`src/rtl/instr_encoder_pkg.sv`:
```
`default_nettype none
// ============================================================================
//  Module      : instr_encoder_pkg
//  Description : Shared types and constants for the RV32I instruction encoder.
//                Holds the instruction-kind enum, the major opcodes and the
//                encoder state enum.
//  Revision    : 1.0 - initial release
// ============================================================================
package instr_encoder_pkg;

    // Instruction kinds presented on the encoder's kind input.
    // The codes 6 and 7 are illegal.
    typedef enum logic [2:0] {
        KIND_LW        = 3'd0,
        KIND_SW        = 3'd1,
        KIND_RTYPE     = 3'd2,
        KIND_BEQ       = 3'd3,
        KIND_ITYPE_ALU = 3'd4,
        KIND_JAL       = 3'd5
    } kind_e;

    // RV32I major opcodes, instr[6:0]
    localparam logic [6:0] c_OP_LOAD   = 7'b0000011;
    localparam logic [6:0] c_OP_STORE  = 7'b0100011;
    localparam logic [6:0] c_OP_RTYPE  = 7'b0110011;
    localparam logic [6:0] c_OP_BRANCH = 7'b1100011;
    localparam logic [6:0] c_OP_IMM    = 7'b0010011;
    localparam logic [6:0] c_OP_JAL    = 7'b1101111;

    // Encoder control states
    typedef enum logic [1:0] {
        ST_IDLE   = 2'd0,
        ST_ACTIVE = 2'd1,
        ST_FULL   = 2'd2
    } state_e;

endpackage
`default_nettype wire

```
`src/rtl/instr_pack.sv`:
```
`default_nettype none
// ============================================================================
//  Module      : instr_pack
//  Description : Purely combinational RV32I field packer. Turns the decoded
//                instruction fields into a 32-bit instruction word and flags
//                whether the kind/immediate combination is encodable.
//  Ports       : kind, rd, rs1, rs2, funct3, funct7b5, imm  - fields in
//                word  - packed instruction word (zero when illegal)
//                legal - kind is known and immediate is in range
//  Revision    : 1.0 - initial release
// ============================================================================
module instr_pack
    import instr_encoder_pkg::*;
(
    input  logic [2:0]  kind,
    input  logic [4:0]  rd,
    input  logic [4:0]  rs1,
    input  logic [4:0]  rs2,
    input  logic [2:0]  funct3,
    input  logic        funct7b5,
    input  logic [20:0] imm,
    output logic [31:0] word,
    output logic        legal
);

    logic w_fits12;
    logic w_fits13;
    logic w_even;

    // A value fits an N-bit signed field when every bit above the field's
    // sign bit is a copy of that sign bit.
    assign w_fits12 = (imm[20:11] == {10{imm[11]}});
    assign w_fits13 = (imm[20:12] == {9{imm[12]}});
    assign w_even   = ~imm[0];

    always_comb begin
        word  = 32'd0;
        legal = 1'b0;
        case (kind)
            KIND_LW: begin
                word  = {imm[11:0], rs1, 3'b010, rd, c_OP_LOAD};
                legal = w_fits12;
            end
            KIND_SW: begin
                word  = {imm[11:5], rs2, rs1, 3'b010, imm[4:0], c_OP_STORE};
                legal = w_fits12;
            end
            KIND_RTYPE: begin
                word  = {1'b0, funct7b5, 5'b00000, rs2, rs1, funct3, rd, c_OP_RTYPE};
                legal = 1'b1;
            end
            KIND_BEQ: begin
                word  = {imm[12], imm[10:5], rs2, rs1, 3'b000, imm[4:1], imm[11],
                         c_OP_BRANCH};
                legal = w_fits13 & w_even;
            end
            KIND_ITYPE_ALU: begin
                word  = {imm[11:0], rs1, funct3, rd, c_OP_IMM};
                legal = w_fits12;
            end
            KIND_JAL: begin
                // The 21-bit input already spans the whole JAL range, so only
                // alignment can fail.
                word  = {imm[20], imm[10:1], imm[11], imm[19:12], rd, c_OP_JAL};
                legal = w_even;
            end
            default: begin
                word  = 32'd0;
                legal = 1'b0;
            end
        endcase
    end

endmodule
`default_nettype wire

```
`src/rtl/instr_encoder.sv`:
```
`default_nettype none
// ============================================================================
//  Module      : instr_encoder
//  Description : Accepts decoded instruction fields over a valid/ready
//                handshake, encodes them to RV32I words and writes them to
//                consecutive instruction-memory addresses from a base address.
//  Ports       : clk, reset (async, active low)
//                start, base_addr          - begin a new program
//                in_valid/in_ready + fields - instruction input
//                imem_we/imem_addr/imem_wdata - memory write port (registered)
//                count, full, err          - program status
//  Revision    : 1.0 - initial release
// ============================================================================
module instr_encoder
    import instr_encoder_pkg::*;
#(
    parameter int DEPTH = 64
) (
    input  logic        clk,
    input  logic        reset,
    input  logic        start,
    input  logic [31:0] base_addr,
    input  logic        in_valid,
    output logic        in_ready,
    input  logic [2:0]  kind,
    input  logic [4:0]  rd,
    input  logic [4:0]  rs1,
    input  logic [4:0]  rs2,
    input  logic [2:0]  funct3,
    input  logic        funct7b5,
    input  logic [20:0] imm,
    output logic        imem_we,
    output logic [31:0] imem_addr,
    output logic [31:0] imem_wdata,
    output logic [15:0] count,
    output logic        full,
    output logic        err
);

    // Count value held just before the final word is accepted. With
    // DEPTH = 65536 the 16-bit count wraps to zero on the final word; the
    // full flag is taken from the state, so it is still reported correctly.
    localparam logic [15:0] c_LAST = 16'(DEPTH - 1);

    state_e      r_state;
    state_e      w_state_nxt;

    logic [31:0] r_next_addr;
    logic [15:0] r_count;
    logic        r_err;
    logic        r_we;
    logic [31:0] r_addr;
    logic [31:0] r_wdata;

    logic [31:0] w_word;
    logic        w_legal;
    logic        w_xfer;
    logic        w_last;

    instr_pack u_pack (
        .kind     (kind),
        .rd       (rd),
        .rs1      (rs1),
        .rs2      (rs2),
        .funct3   (funct3),
        .funct7b5 (funct7b5),
        .imm      (imm),
        .word     (w_word),
        .legal    (w_legal)
    );

    // start wins over a transfer presented in the same cycle.
    assign w_xfer = in_valid && (r_state == ST_ACTIVE) && !start;
    assign w_last = (r_count == c_LAST);

    // ------------------------------------------------------------------
    // State machine
    // ------------------------------------------------------------------
    always_ff @(posedge clk or negedge reset) begin
        if (!reset) begin
            r_state <= ST_IDLE;
        end else begin
            r_state <= w_state_nxt;
        end
    end

    always_comb begin
        w_state_nxt = r_state;
        if (start) begin
            w_state_nxt = ST_ACTIVE;
        end else if (w_xfer && w_legal && w_last) begin
            w_state_nxt = ST_FULL;
        end
    end

    // ------------------------------------------------------------------
    // Address/count tracking and registered write port
    // ------------------------------------------------------------------
    always_ff @(posedge clk or negedge reset) begin
        if (!reset) begin
            r_next_addr <= 32'd0;
            r_count     <= 16'd0;
            r_err       <= 1'b0;
            r_we        <= 1'b0;
            r_addr      <= 32'd0;
            r_wdata     <= 32'd0;
        end else begin
            // Write strobe is a one-cycle pulse; an in-flight write still
            // completes during a restart because its address was already
            // latched into r_addr.
            r_we <= 1'b0;
            if (start) begin
                r_next_addr <= base_addr;
                r_count     <= 16'd0;
                r_err       <= 1'b0;
            end else if (w_xfer) begin
                if (w_legal) begin
                    r_we        <= 1'b1;
                    r_addr      <= r_next_addr;
                    r_wdata     <= w_word;
                    r_next_addr <= r_next_addr + 32'd4;
                    r_count     <= r_count + 16'd1;
                end else begin
                    // Illegal transfers are consumed silently apart from err.
                    r_err <= 1'b1;
                end
            end
        end
    end

    assign in_ready   = (r_state == ST_ACTIVE);
    assign full       = (r_state == ST_FULL);
    assign count      = r_count;
    assign err        = r_err;
    assign imem_we    = r_we;
    assign imem_addr  = r_addr;
    assign imem_wdata = r_wdata;

endmodule
`default_nettype wire

```
`config.mk`:
```
export PLATFORM = sky130hd
export DESIGN_NAME = instr_encoder
export DESIGN_NICKNAME = d
export VERILOG_FILES = /design/src/rtl/instr_encoder_pkg.sv /design/src/rtl/instr_pack.sv /design/src/rtl/instr_encoder.sv
export SDC_FILE = /design/constraint.sdc
export NUM_CORES = 1
export LEC_CHECK = 0
export ABC_CLOCK_PERIOD_IN_PS = 2300
export BUFFER_PORTS_ARGS = -buffer_cell sky130_fd_sc_hd__clkbuf_2
export CAP_MARGIN = 0
export CORE_ASPECT_RATIO = 1.5
export CORE_MARGIN = 2
export CORE_UTILIZATION = 54
export CTS_BUF_LIST = sky130_fd_sc_hd__clkbuf_8
export DETAILED_ROUTE_END_ITERATION = 7
export PLACE_DENSITY_LB_ADDON = 0.12
export SLEW_MARGIN = 15
export SYNTH_ARGS = -nofsm -noshare
export SYNTH_HDL_FRONTEND = slang
export SYNTH_SLANG_ARGS = --single-unit
```
`constraint.sdc`:
```
create_clock -name clk -period 2.3 [get_ports clk]
set_input_delay 0.115 -clock clk [delete_from_list [all_inputs] [get_ports clk]]
set_output_delay 0.115 -clock clk [all_outputs]
set_load 0.05 [all_outputs]
```
# Yosys cells after proc, flatten, opt, wreduce, memory -nomap -nowiden
# Index checks and enable logic that the tools add are counted.
[word_totals]
output_inout_bits = 84
ff_bits = 116
input_bits = 79
[op_classes]
addsub = 2
n_mux = 16
n_bitwise = 3
n_eq_ne = 11
n_reduce_logical = 13
[op_table]
columns = ["operator", "n"]
rows = [
  ["32-bit one-hot mux with 6 select lines", 1],
  ["32-bit 2-to-1 mux", 3],
  ["16-bit 2-to-1 mux", 3],
  ["32-bit by 3-bit adder with 32-bit output (second input constant)", 1],
  ["16-bit by 1-bit adder with 16-bit output (second input constant)", 1],
  ["16-bit by 6-bit == test with 1-bit output (second input constant)", 1],
  ["9-bit == test", 1],
  ["8-bit == test", 1],
  ["3-bit by 2-bit == test with 1-bit output (second input constant)", 2],
  ["3-bit == test (second input constant)", 2],
  ["1-bit 2-to-1 mux", 6],
  ["2-bit nonzero test", 3],
  ["1-bit logical AND", 4],
  ["2-bit 2-to-1 mux", 2],
  ["1-bit one-hot mux with 4 select lines", 1],
  ["2-bit AND reduction", 2],
  ["3-bit by 1-bit == test with 1-bit output (second input constant)", 1],
  ["3-bit zero test", 1],
  ["3-bit AND reduction", 1],
  ["3-bit OR reduction", 1],
  ["2-bit by 1-bit == test with 1-bit output (second input constant)", 1],
  ["2-bit == test (second input constant)", 1],
  ["2-bit inequality test (second input constant)", 1],
  ["1-bit NOT", 2],
  ["2 further kinds", 2],
]

# Logic depth before layout (Yosys ltp)
# Gate-level depths: netlist of the first run.
[logic_depth]
word_depth = 7
depth_mapped = 9
mapped_depth_nobuf = 7

# Modules after synthesis
# From an unflattened synthesis of the first run, not the netlist that was laid out.
[unflattened]
hier_cells = 558
hier_area_um2 = 5859.4
[by_module_without_submodules]
columns = ["module", "cells_each", "seq_area_each_um2", "n_inst", "area_each_um2"]
rows = [
  ["instr_encoder", 456, 2902.8, 1, 5241.3],
  ["instr_pack", 102, 0.0, 1, 618.1],
]

# Worst setup path after synthesis of the first run
# No wires, ideal clock.
[synth_path]
path_type = "register to register"
from = "register r_state[0]"
to = "register r_next_addr[15]"
path_slack_ns = -0.367
t_arrival_ns = 2.543
stages_incl_launch_ff = 8
period_less_slack_ns = 2.667
cell_sequence = "dfrtp_1 > nor2b_1 > nand3_1 > or3_4 > buf_6 > a2111oi_1 > xor2_1 > mux2_2"
[synth_via]
elab_chain_len = 5
[synth_lines]
columns = ["element", "line_no", "rtl"]
rows = [
  ["start, declared", "instr_encoder.sv:45", "state_e r_state;"],
  ["start signal, assigned", "instr_encoder.sv:83", "r_state <= w_state_nxt;"],
  ["2-bit by 1-bit == test with 1-bit output", "n/a", ""],
  ["named net in_ready", "instr_encoder.sv:24", "output logic in_ready,"],
  ["1-bit logical AND (2 in series)", "instr_encoder.sv:73", "assign w_xfer = in_valid && (r_state == ST_ACTIVE) && !start;"],
  ["2-bit nonzero test (no line)", "n/a", ""],
  ["2-bit AND reduction (no line)", "n/a", ""],
  ["end signal, assigned", "instr_encoder.sv:113", "r_next_addr <= base_addr;"],
  ["end signal, assigned", "instr_encoder.sv:121", "r_next_addr <= r_next_addr + 32'd4;"],
  ["end, declared", "instr_encoder.sv:48", "logic [31:0] r_next_addr;"],
]
# The timed path passes the listed nets, and every way through them passes these cells.
# A chain may end at the register's enable or synchronous reset.

# Worst setup path in the final report of the first run
[layout_path]
from = "register r_next_addr[2]"
to = "register r_next_addr[13]"
[layout_via]
elab_chain_len = 4
[layout_lines]
columns = ["element", "line_no", "rtl"]
rows = [
  ["32-bit by 3-bit adder with 32-bit output", "instr_encoder.sv:121", ""],
  ["32-bit 2-to-1 mux", "instr_encoder.sv:117", "if (w_legal) begin"],
  ["32-bit 2-to-1 mux", "instr_encoder.sv:116", "end else if (w_xfer) begin"],
  ["32-bit 2-to-1 mux", "instr_encoder.sv:112", "if (start) begin"],
]
# Every way passes these cells. The select of a mux whose other input is x is not followed.

==> flow_summary.yaml, run 1 <==
critical_path:
  worstPathMaxFanout: 8
  reg2reg_from: "r_next_addr[2]"
  rrSetupSlack_ns: 0.16
  setup.worst_path.end: "r_next_addr[13]"
  r2r_cells: 6
  cp.required_ns: 2.63
  crit_path_end_kind: "flip-flop"
  criticalPathCategory: "flip-flop to flip-flop"
  critPathLaunchType: "flip-flop"
  crit_arrival_ns: 2.47
  crit_start: "r_next_addr[2]"
  r2r-end: "r_next_addr[13]"
logic_synthesis:
  syn-cell-area_um2: 5910
  yosysSeqAreaShare_pct: 48.3
  avgSynthCellArea_um2: 10.4
  synthCells: 570
  synth.distinct_cells: 59
  synth_nets: 651
  yosys_most_used_dff: "dfrtp_1"
  synth_edf_count: 0
  ys_seq_elements: 114
  ys_warn_count: 0
  synthArstFlopShare_pct: 100
timing:
  timing.final.crit_period_ns: 2.14
  slew_violations: 0
  final.setup.tns_ns: 0
  hold_viol_final: 0
  setup_viol: 0
  fin_skew_ns: 0.00821
  slew_headroom_pct: 42.3
  worst_pin_slew_ns: 0.860
  fmax_mhz: 467
  period_share_pct: 93.1
  rsz0062_at_grt: "false"
route:
  first_pass_iters: 5
  num_vias: 5405
  ant_nets: 0
  wire_per_inst_um: 17.2
  via_per_inst: 5.68
  drc: 0
  drt-total-wl_mm: 16.3
  first_iter_violations: 309
global_route:
  grt-ovfl-total: 0
  antenna_found_initial: 0
  grt_pass1_vias: 5554
  track_usage_pct: 29.0
  grt_start_max_net_pins: 52
  grt_pass1_wl_mm: 26.3
place:
  gp_congestion: 0.842
  hpwl_mm: 11.1
  io_buffer_count: 162
  placed_area_um2: 6970
  dp_cells: 865
clock_network:
  clockBufferDepth: 2
  post_cts_buffers: 0
  cts.sinks: 114
  clkTransAtPathRegs_ns: 0.07
  htree_levels: 4
  tritoncts: "done"
  cts-root-buf: "clkbuf_8"
  insertion_delay_ns: 0.44
  cts_buffers: 17
final_layout:
  final_cells: 951
  nets: 875
  most-common-layout-cells: "clkbuf_2, dfrtp_1, nand2_1"
  n_antenna_cell: 0
  syn_to_final_growth_pct: 35.3
  finish.instance_area_um2: 7990
  final_common_cell: "clkbuf_2"
  fillCellCount: 777
  drive_gt1_share_pct: 36.7
power_and_ir_drop:
  p_per_area_nw_per_um2: 850
  p_clk_share_pct: 32.4
  switching_power_uw: 2520
  power.share.sequential_pct: 37.3
  leakage_uw: 0.00363
  p_sw_share_pct: 37.1
  vdd_drop_max_uv: 609
  p_int_uw: 4280
  combPwrFrac_pct: 30.3
floorplan:
  die_x_um: 89.4
  dieArea_um2: 11800
  num_rows: 46
  die_h_um: 132
  core_area_um2: 10600
  initial_utilization_pct: 55.8
  ioPinCount: 163
flow_run:
  drv_cap: 0
outcome:
  status: "complete, no violations"
hold_path:
  min_path_type: "primary input to flip-flop"
metrics by stage:
step / hold slack (ns) / utilization, % / total power [uW] / setup slack (ns)
floorplan: -0.181 / - / 3970 / 0.108
global placement: 0.158 / 65.8 / 4500 / 0.159
detailed placement: 0.166 / 65.8 / 4550 / 0.0705
CTS: 0.000786 / 75.4 / 6820 / 0.166
global route: 0.00407 / 75.5 / 7090 / 0.0116
finish: 0.0175 / 75.5 / 6800 / 0.160
metal layers:
metal	vias to the layer above	routed length [um]	global-route usage, %	share of wire [%]
li1	2494	-	-	-
met4	0	514	12.4	3.1
met5	-	0	0	0
met2	232	8750	49.3	54
met3	49	961	7.70	5.9
met1	2630	6120	33.6	37
registers in the layout (all words and copies together) (netlist names):
| register | count |
|---|---|
| count | 16 |
| err | 1 |
| imem_addr | 32 |
| imem_wdata | 30 |
| imem_we | 1 |
| r_next_addr | 32 |
| r_state | 2 |
logic make-up after synthesis:
logic type / share of synthesized area, %
buffers and inverters: 3.94
AND/OR/NAND/NOR: 15.3
AO/OA/AOI/OAI: 19.2
XOR/XNOR: 5.04
adder cells (fa/ha/maj): 0.424
flip-flops: 48.3
multiplexers: 7.75
layout make-up:
class	count	area, um2	share of cell area, %
inverter	13	48.8	0.611
clock inverter	8	146	1.83
sequential	114	2850	35.7
multi-input combinational	408	2860	35.8
clock buffer	24	330	4.13
tap	144	180	2.25
timing repair buffer	240	1570	19.7
cells in the mapped netlist (2+ instances only):
master,count,area (um2)
dfrtp_1,114,2850
nand2_1,85,319
o21ai_0,43,215
mux2_2,36,405
xnor2_1,30,263
nor2_1,23,86.3
nand3_1,21,105
o21ai_1,21,105
a21oi_1,20,100
a22oi_1,15,113
clkbuf_1,15,56.3
a2111oi_2,14,210
and3_1,13,81.3
inv_1,12,45.0
a211oi_2,10,125
buf_2,9,45.0
nor2b_1,7,43.8
nand4_1,6,37.5
buf_4,5,37.5
nand2b_1,4,25.0
o31ai_1,4,30.0
xor2_1,4,35.0
a2111oi_1,3,30.0
a211oi_1,3,22.5
buf_1,3,11.3
buf_6,3,33.8
mux2i_1,3,30.0
or3_1,3,18.8
or4_1,3,22.5
a2111oi_4,2,55.1
a21o_1,2,15.0
a31oi_1,2,12.5
and2_1,2,12.5
ha_1,2,25.0
mux2_1,2,22.5
nor3_1,2,10.0
nor4_1,2,12.5
critical path: stages (launching register included):
cell	delay [ns]
dfrtp_1	0.42
nand3_1	0.12
or2_0	0.27
or3_4	0.43
a2111oi_1	0.41
xor2_1	0.11
mux2_2	0.28
worst min path at each step:
| stage | startpoint | slack (ns) | depth (start not counted) | to |
|---|---|---|---|---|
| 6_report | rs1[4] | 0.02 | 3 | imem_wdata[19] |
| 5_1_grt | imm[4] | 0.004 | 3 | imem_wdata[11] |
| 4_1_cts | rs2[2] | 0.0008 | 3 | imem_wdata[22] |
| 3_5_place_dp | reset | 0.17 | 1 | imem_addr[23] |
| 3_3_place_gp | reset | 0.16 | 1 | imem_addr[23] |
| 2_1_floorplan | reset | -0.18 | 0 | count[0] |
timing repair:
item                       4_1_cts  5_1_grt
gates resized for setup          0        2
hold endpoints to repair        94        0
hold buffers                    54        0
setup endpoints to repair        0        2
power by group through the flow:
stage               logic [uW]  clock network (uW)  registers [uW]
floorplan                  479                   0            3490
global placement          1950                   0            2550
detailed placement        1980                   0            2570
CTS                       2070                2220            2530
global route              2180                2340            2580
finish                    2060                2200            2540
(Power assumes the default switching activity.)
==> inputs of run 2 (changes only) <==
--- a/config.mk
+++ b/config.mk
@@ -13,7 +13,7 @@
 export CORE_UTILIZATION = 54
 export CTS_BUF_LIST = sky130_fd_sc_hd__clkbuf_8
 export DETAILED_ROUTE_END_ITERATION = 7
-export PLACE_DENSITY_LB_ADDON = 0.12
+export PLACE_DENSITY_LB_ADDON = 0.3
 export SLEW_MARGIN = 15
 export SYNTH_ARGS = -nofsm -noshare
 export SYNTH_HDL_FRONTEND = slang
==> run 2 against run 1 <==
Against the previous run: final cell count is 0.32% lower; clock power fell by 19%; via count grew 0.11%; die area unchanged; critical path type unchanged.
==> flow_summary.yaml, run 2 (same netlist as run 1, synthesis figures left out) <==
floorplan:
  ioPinCount: 163
  core_area_um2: 10600
  dieArea_um2: 11800
  num_rows: 46
  die_h_um: 132
  die_x_um: 89.4
  initial_utilization_pct: 55.8
power_and_ir_drop:
  vdd_drop_max_uv: 544
  leakage_uw: 0.00358
  total_power_uw: 6400
  p_per_area_nw_per_um2: 811
final_layout:
  most-common-layout-cells: "clkbuf_2, dfrtp_1, nand2_1"
  regArea_um2: 2850
  drive_gt1_share_pct: 35.8
  final_common_cell: "clkbuf_2"
  multi_input_area_um2: 2880
  nets: 874
  finish.instance_area_um2: 7900
  fillCellCount: 784
  n_antenna_cell: 0
  syn_to_final_growth_pct: 33.7
clock_network:
  cts_buffers: 17
  insertion_delay_ns: 0.43
  htree_levels: 4
  cts-root-buf: "clkbuf_8"
  clockBufferDepth: 2
  tritoncts: "done"
  clkTransAtPathRegs_ns: 0.07
  cts.sinks: 114
global_route:
  grtUsageMet3_pct: 6.76
  antenna_found_initial: 0
  use_met1_pct: 34.5
  grt_pass1_wl_mm: 27.0
  met2_usage_pct: 49.4
  grt_start_max_net_pins: 60
  grt-ovfl-total: 0
  grt_pass1_vias: 5542
  grt_busiest_layer: "met2"
  track_usage_pct: 29.3
timing:
  hold_viol_final: 0
  period_share_pct: 97.8
  fmax_mhz: 445
  timing.final.crit_period_ns: 2.25
  worst_pin_slew_ns: 0.932
  slew_headroom_pct: 37.7
  final.setup.tns_ns: 0
  whs_ns: 0.0390
  setup_ws_ns: 0.0513
  slew_violations: 0
  fin_skew_ns: 0.00748
  setup_viol: 0
  rsz0062_at_grt: "false"
critical_path:
  slowest_stage: "a2111oi_1"
  critPathMaxStageDelay_ns: 0.49
  crit_path_end_kind: "flip-flop"
  crit_family: "simple AND/OR/NAND/NOR gates"
  critical_path_buf_inv_count: 0
  crit_arrival_ns: 2.56
  worstPathMaxFanout: 8
  criticalPathCategory: "flip-flop to flip-flop"
  cp_cell_sequence: "nand3_1 -> or2_0 -> or3_4 -> a2111oi_1 -> xor2_1 -> mux2_2"
  reg2reg_from: "r_next_addr[4]"
  crit_start: "r_next_addr[4]"
  critPathLaunchType: "flip-flop"
  cp.required_ns: 2.61
route:
  first_iter_violations: 291
  wire_per_inst_um: 17.6
  drt-total-wl_mm: 16.7
  ant_nets: 0
  via_per_inst: 5.71
  num_vias: 5411
  first_pass_iters: 5
  drc: 0
hold_path:
  min_from: "imm[4]"
  min_path_type: "primary input to flip-flop"
place:
  pre_cts_ws_ns: 0.0901
  gp_congestion: 0.911
  hpwl_mm: 11.2
  io_buffer_count: 162
  placed_area_um2: 6950
flow_run:
  drv_cap: 0
outcome:
  status: "complete, no violations"
[run 2: layout make-up]
cell class	count	share of cell area, %
Clock inverter	10	1.20
Multi-Input combinational cell	408	36.4
Clock buffer	20	3.49
Inverter	13	0.618
Sequential cell	114	36.1
Timing Repair Buffer	239	19.8
Tap cell	144	2.28
[run 2: power by group]
group | internal, uW | total (uW) | switching (uW)
combinational | 566 | 2070 | 1510
clock | 1010 | 1790 | 775
sequential | 2330 | 2540 | 217
total | 3910 | 6400 | 2500
[run 2: final timing paths]
kind / to / depth (start not counted) / slack (ns)
min in group asynchronous: imem_addr[22] / 2 / 0.16
max in group asynchronous: count[14] / 3 / 1.36
min reg2reg: imem_wdata[12] / 2 / 0.48
max reg2reg: r_next_addr[17] / 6 / 0.05
max: r_next_addr[17] / 6 / 0.05
min: imem_wdata[24] / 3 / 0.04
[run 2: routing by layer]
metal / wire length (um) / vias to the layer above
li1: - / 2487
met1: 6340 / 2606
met2: 8700 / 255
met3: 1000 / 63
met4: 640 / 0
met5: 0 / -
[run 2: what timing repair did]
item,4_1_cts,5_1_grt
buffers inserted,0,0
hold buffers,55,0
endpoints found under the setup margin,0,3
gates resized for setup,0,3
endpoints found under the hold margin,91,0
[run 2: worst reg2reg max path: cells and delay by family, from the launching register on]
| family | cells | cell delay [ns] |
|---|---|---|
| DFF | 1 | 0.41 |
| and+or+nand+nor | 3 | 0.84 |
| xor gates and xnor gates | 1 | 0.12 |
| muxes | 1 | 0.28 |
| AOI/OAI and AO/OA | 1 | 0.49 |
[run 2: metrics by stage]
| step | utilization (%) | std cells |
|---|---|---|
| global placement | 65.6 | 863 |
| floorplan | - | 570 |
| global route | 74.6 | 948 |
| detailed placement | 65.6 | 863 |
| CTS | 74.3 | 948 |
| finish | 74.6 | 948 |
==> inputs of run 3 (changes only) <==
--- a/config.mk
+++ b/config.mk
@@ -11,10 +11,9 @@
 export CORE_ASPECT_RATIO = 1.5
 export CORE_MARGIN = 2
 export CORE_UTILIZATION = 54
-export CTS_BUF_LIST = sky130_fd_sc_hd__clkbuf_8
+export CTS_BUF_LIST = sky130_fd_sc_hd__clkbuf_2
 export DETAILED_ROUTE_END_ITERATION = 7
 export PLACE_DENSITY_LB_ADDON = 0.3
-export SLEW_MARGIN = 15
 export SYNTH_ARGS = -nofsm -noshare
 export SYNTH_HDL_FRONTEND = slang
 export SYNTH_SLANG_ARGS = --single-unit
==> run 3 against run 2 <==
Against the previous run: register-to-register slack better by 0.05 ns; via count grew 6.0%; final cell count rose by 3.9%; critical path type is now primary input to flip-flop; global-route usage grew 2.6 points; largest cell class unchanged; sequential share of layout area decreased by 0.94 points; count of clock-buffer cells in the layout is 1 higher; critical endpoint is now imem_wdata[13]; hold slack better by 0.11 ns; maximum frequency down 1.8%; largest power group unchanged; critical path depth rose by 3.
==> flow_summary.yaml, run 3 (same netlist as run 1, synthesis figures left out) <==
flow_run:
  drv_cap: 0
final_layout:
  final_common_cell: "clkbuf_2"
  fillCellCount: 719
  most-common-layout-cells: "clkbuf_2, dfrtp_1, dlygate4sd3_1"
  drive_gt1_share_pct: 35.0
  finish.instance_area_um2: 8110
  syn_to_final_growth_pct: 37.3
  final_cells: 985
  nets: 910
critical_path:
  criticalPathCategory: "primary input to flip-flop"
  cp_cell_sequence: "dlygate4sd3_1 -> clkbuf_2 -> buf_4 -> nand2b_1 -> a21oi_1 -> dlygate4sd3_1 -> nor2_1 -> dlygate4sd3_1 -> o21ai_1"
  critPathMaxStageDelay_ns: 0.57
  slowest_stage: "dlygate4sd3_1"
  critical_path_buf_inv_count: 5
  crit_path_end_kind: "flip-flop"
  worst_path_most_repeated_cell: "dlygate4sd3_1"
  cp.required_ns: 2.85
  crit_arrival_ns: 2.84
  critPathLaunchType: "primary input"
  worstPathMaxFanout: 17
  crit_family: "buffers and inverters"
global_route:
  track_usage_pct: 31.9
  grt-ovfl-total: 0
  grt_start_max_net_pins: 60
  grt_pass1_wl_mm: 29.1
  antenna_found_initial: 1
  grt_pass1_vias: 5833
route:
  wl_met3_mm: 1.40
  num_vias: 5737
  drt-total-wl_mm: 18.6
  m1WireLength_mm: 6.66
  wire_per_inst_um: 18.8
  first_pass_iters: 5
  drc: 0
  ant_nets: 0
  dr.max_layer_used: "met4"
  first_iter_violations: 465
  via_per_inst: 5.82
  met2RoutedLength_mm: 9.58
clock_network:
  clockBufferDepth: 2
  insertion_delay_ns: 0.67
  clkTransAtPathRegs_ns: 0.19
  cts-root-buf: "clkbuf_2"
  cts.sinks: 114
  tritoncts: "done"
  htree_levels: 4
  cts_buffers: 17
timing:
  period_share_pct: 99.5
  fmax_mhz: 437
  setup_viol: 0
  slew_headroom_pct: 53.7
  slew_violations: 0
  hold_viol_final: 0
  setup_ws_ns: 0.0111
  rsz0062_at_grt: "false"
  timing.final.crit_period_ns: 2.29
  fin_skew_ns: 0.0296
  worst_pin_slew_ns: 0.694
  final.setup.tns_ns: 0
floorplan:
  ioPinCount: 163
  core_area_um2: 10600
  die_x_um: 89.4
  initial_utilization_pct: 55.8
  num_rows: 46
  dieArea_um2: 11800
  die_h_um: 132
place:
  placed_area_um2: 6950
  gp_congestion: 0.911
  io_buffer_count: 162
  dp_cells: 863
  pre_cts_ws_ns: 0.0901
  hpwl_mm: 11.2
power_and_ir_drop:
  leakage_uw: 0.00366
  total_power_uw: 5950
  p_per_area_nw_per_um2: 734
  vdd_drop_max_uv: 402
hold_path:
  min_path_type: "primary input to flip-flop"
outcome:
  status: "complete, no violations"
run 3: cell count changes in the layout (fill, tap and decap cells not counted), sizes merged:
cell	before	now
dlygate4sd3	55	87
inv	17	13
buf	23	26
clkinv	4	7
clkbuf	181	183
diode	0	1
run 3: what timing repair did:
action	CTS	global route
setup endpoints to repair	0	8
setup buffers	0	2
resized for setup	0	5
hold buffers	88	0
endpoints found under the hold margin	181	0
run 3: through the flow:
| stage | hold slack [ns] | util (%) |
|---|---|---|
| floorplan | -0.181 | - |
| global placement | 0.0591 | 65.6 |
| detailed placement | 0.0732 | 65.6 |
| CTS | 0.0514 | 75.9 |
| global route | 0.130 | 76.6 |
| finish | 0.150 | 76.6 |
run 3: path summary, 6_finish.rpt:
path / slack (ns) / cells after the start / end / from
setup / recovery: 0.01 / 9 / imem_wdata[13] / kind[0]
hold / removal: 0.15 / 5 / imem_wdata[6] / kind[2]
setup reg to reg: 0.10 / 6 / r_next_addr[17] / r_next_addr[4]
hold reg to reg: 0.50 / 2 / imem_addr[27] / imem_addr[27]
max in group asynchronous: 1.32 / 4 / count[14] / reset
min in group asynchronous: 0.53 / 4 / r_next_addr[11] / reset
run 3: worst reg2reg max path, cell delays in order, from the launching register on:
cell       delay (ns)
dfrtp_1          0.44
nand3_1          0.13
or2_0            0.28
or3_4            0.43
a2111oi_1        0.44
xor2_1           0.11
mux2_2           0.27
run 3: layout make-up:
type / instances / area [um2] / area share [%]
repair buffers: 275 / 1950 / 24.0
clock buffers: 21 / 105 / 1.30
multi-input cells: 408 / 2880 / 35.5
clock inverters: 9 / 91.3 / 1.13
diodes: 1 / 2.50 / 0.0309
inverters: 13 / 48.8 / 0.602
flip-flops and latches: 114 / 2850 / 35.2
well taps: 144 / 180 / 2.22
run 3: metal layers:
metal	vias up	global-route usage [%]
met3	82	7.20
met4	0	18.5
met2	324	52.6
met1	2769	36.9
met5	-	0
li1	2562	-
run 3: report_power, final:
part           leakage [uW]  switching [uW]  internal [uW]
Combinational       0.00209            1550            625
Clock              0.000136             740            486
Sequential          0.00143             233           2320
Total               0.00366            2520           3430
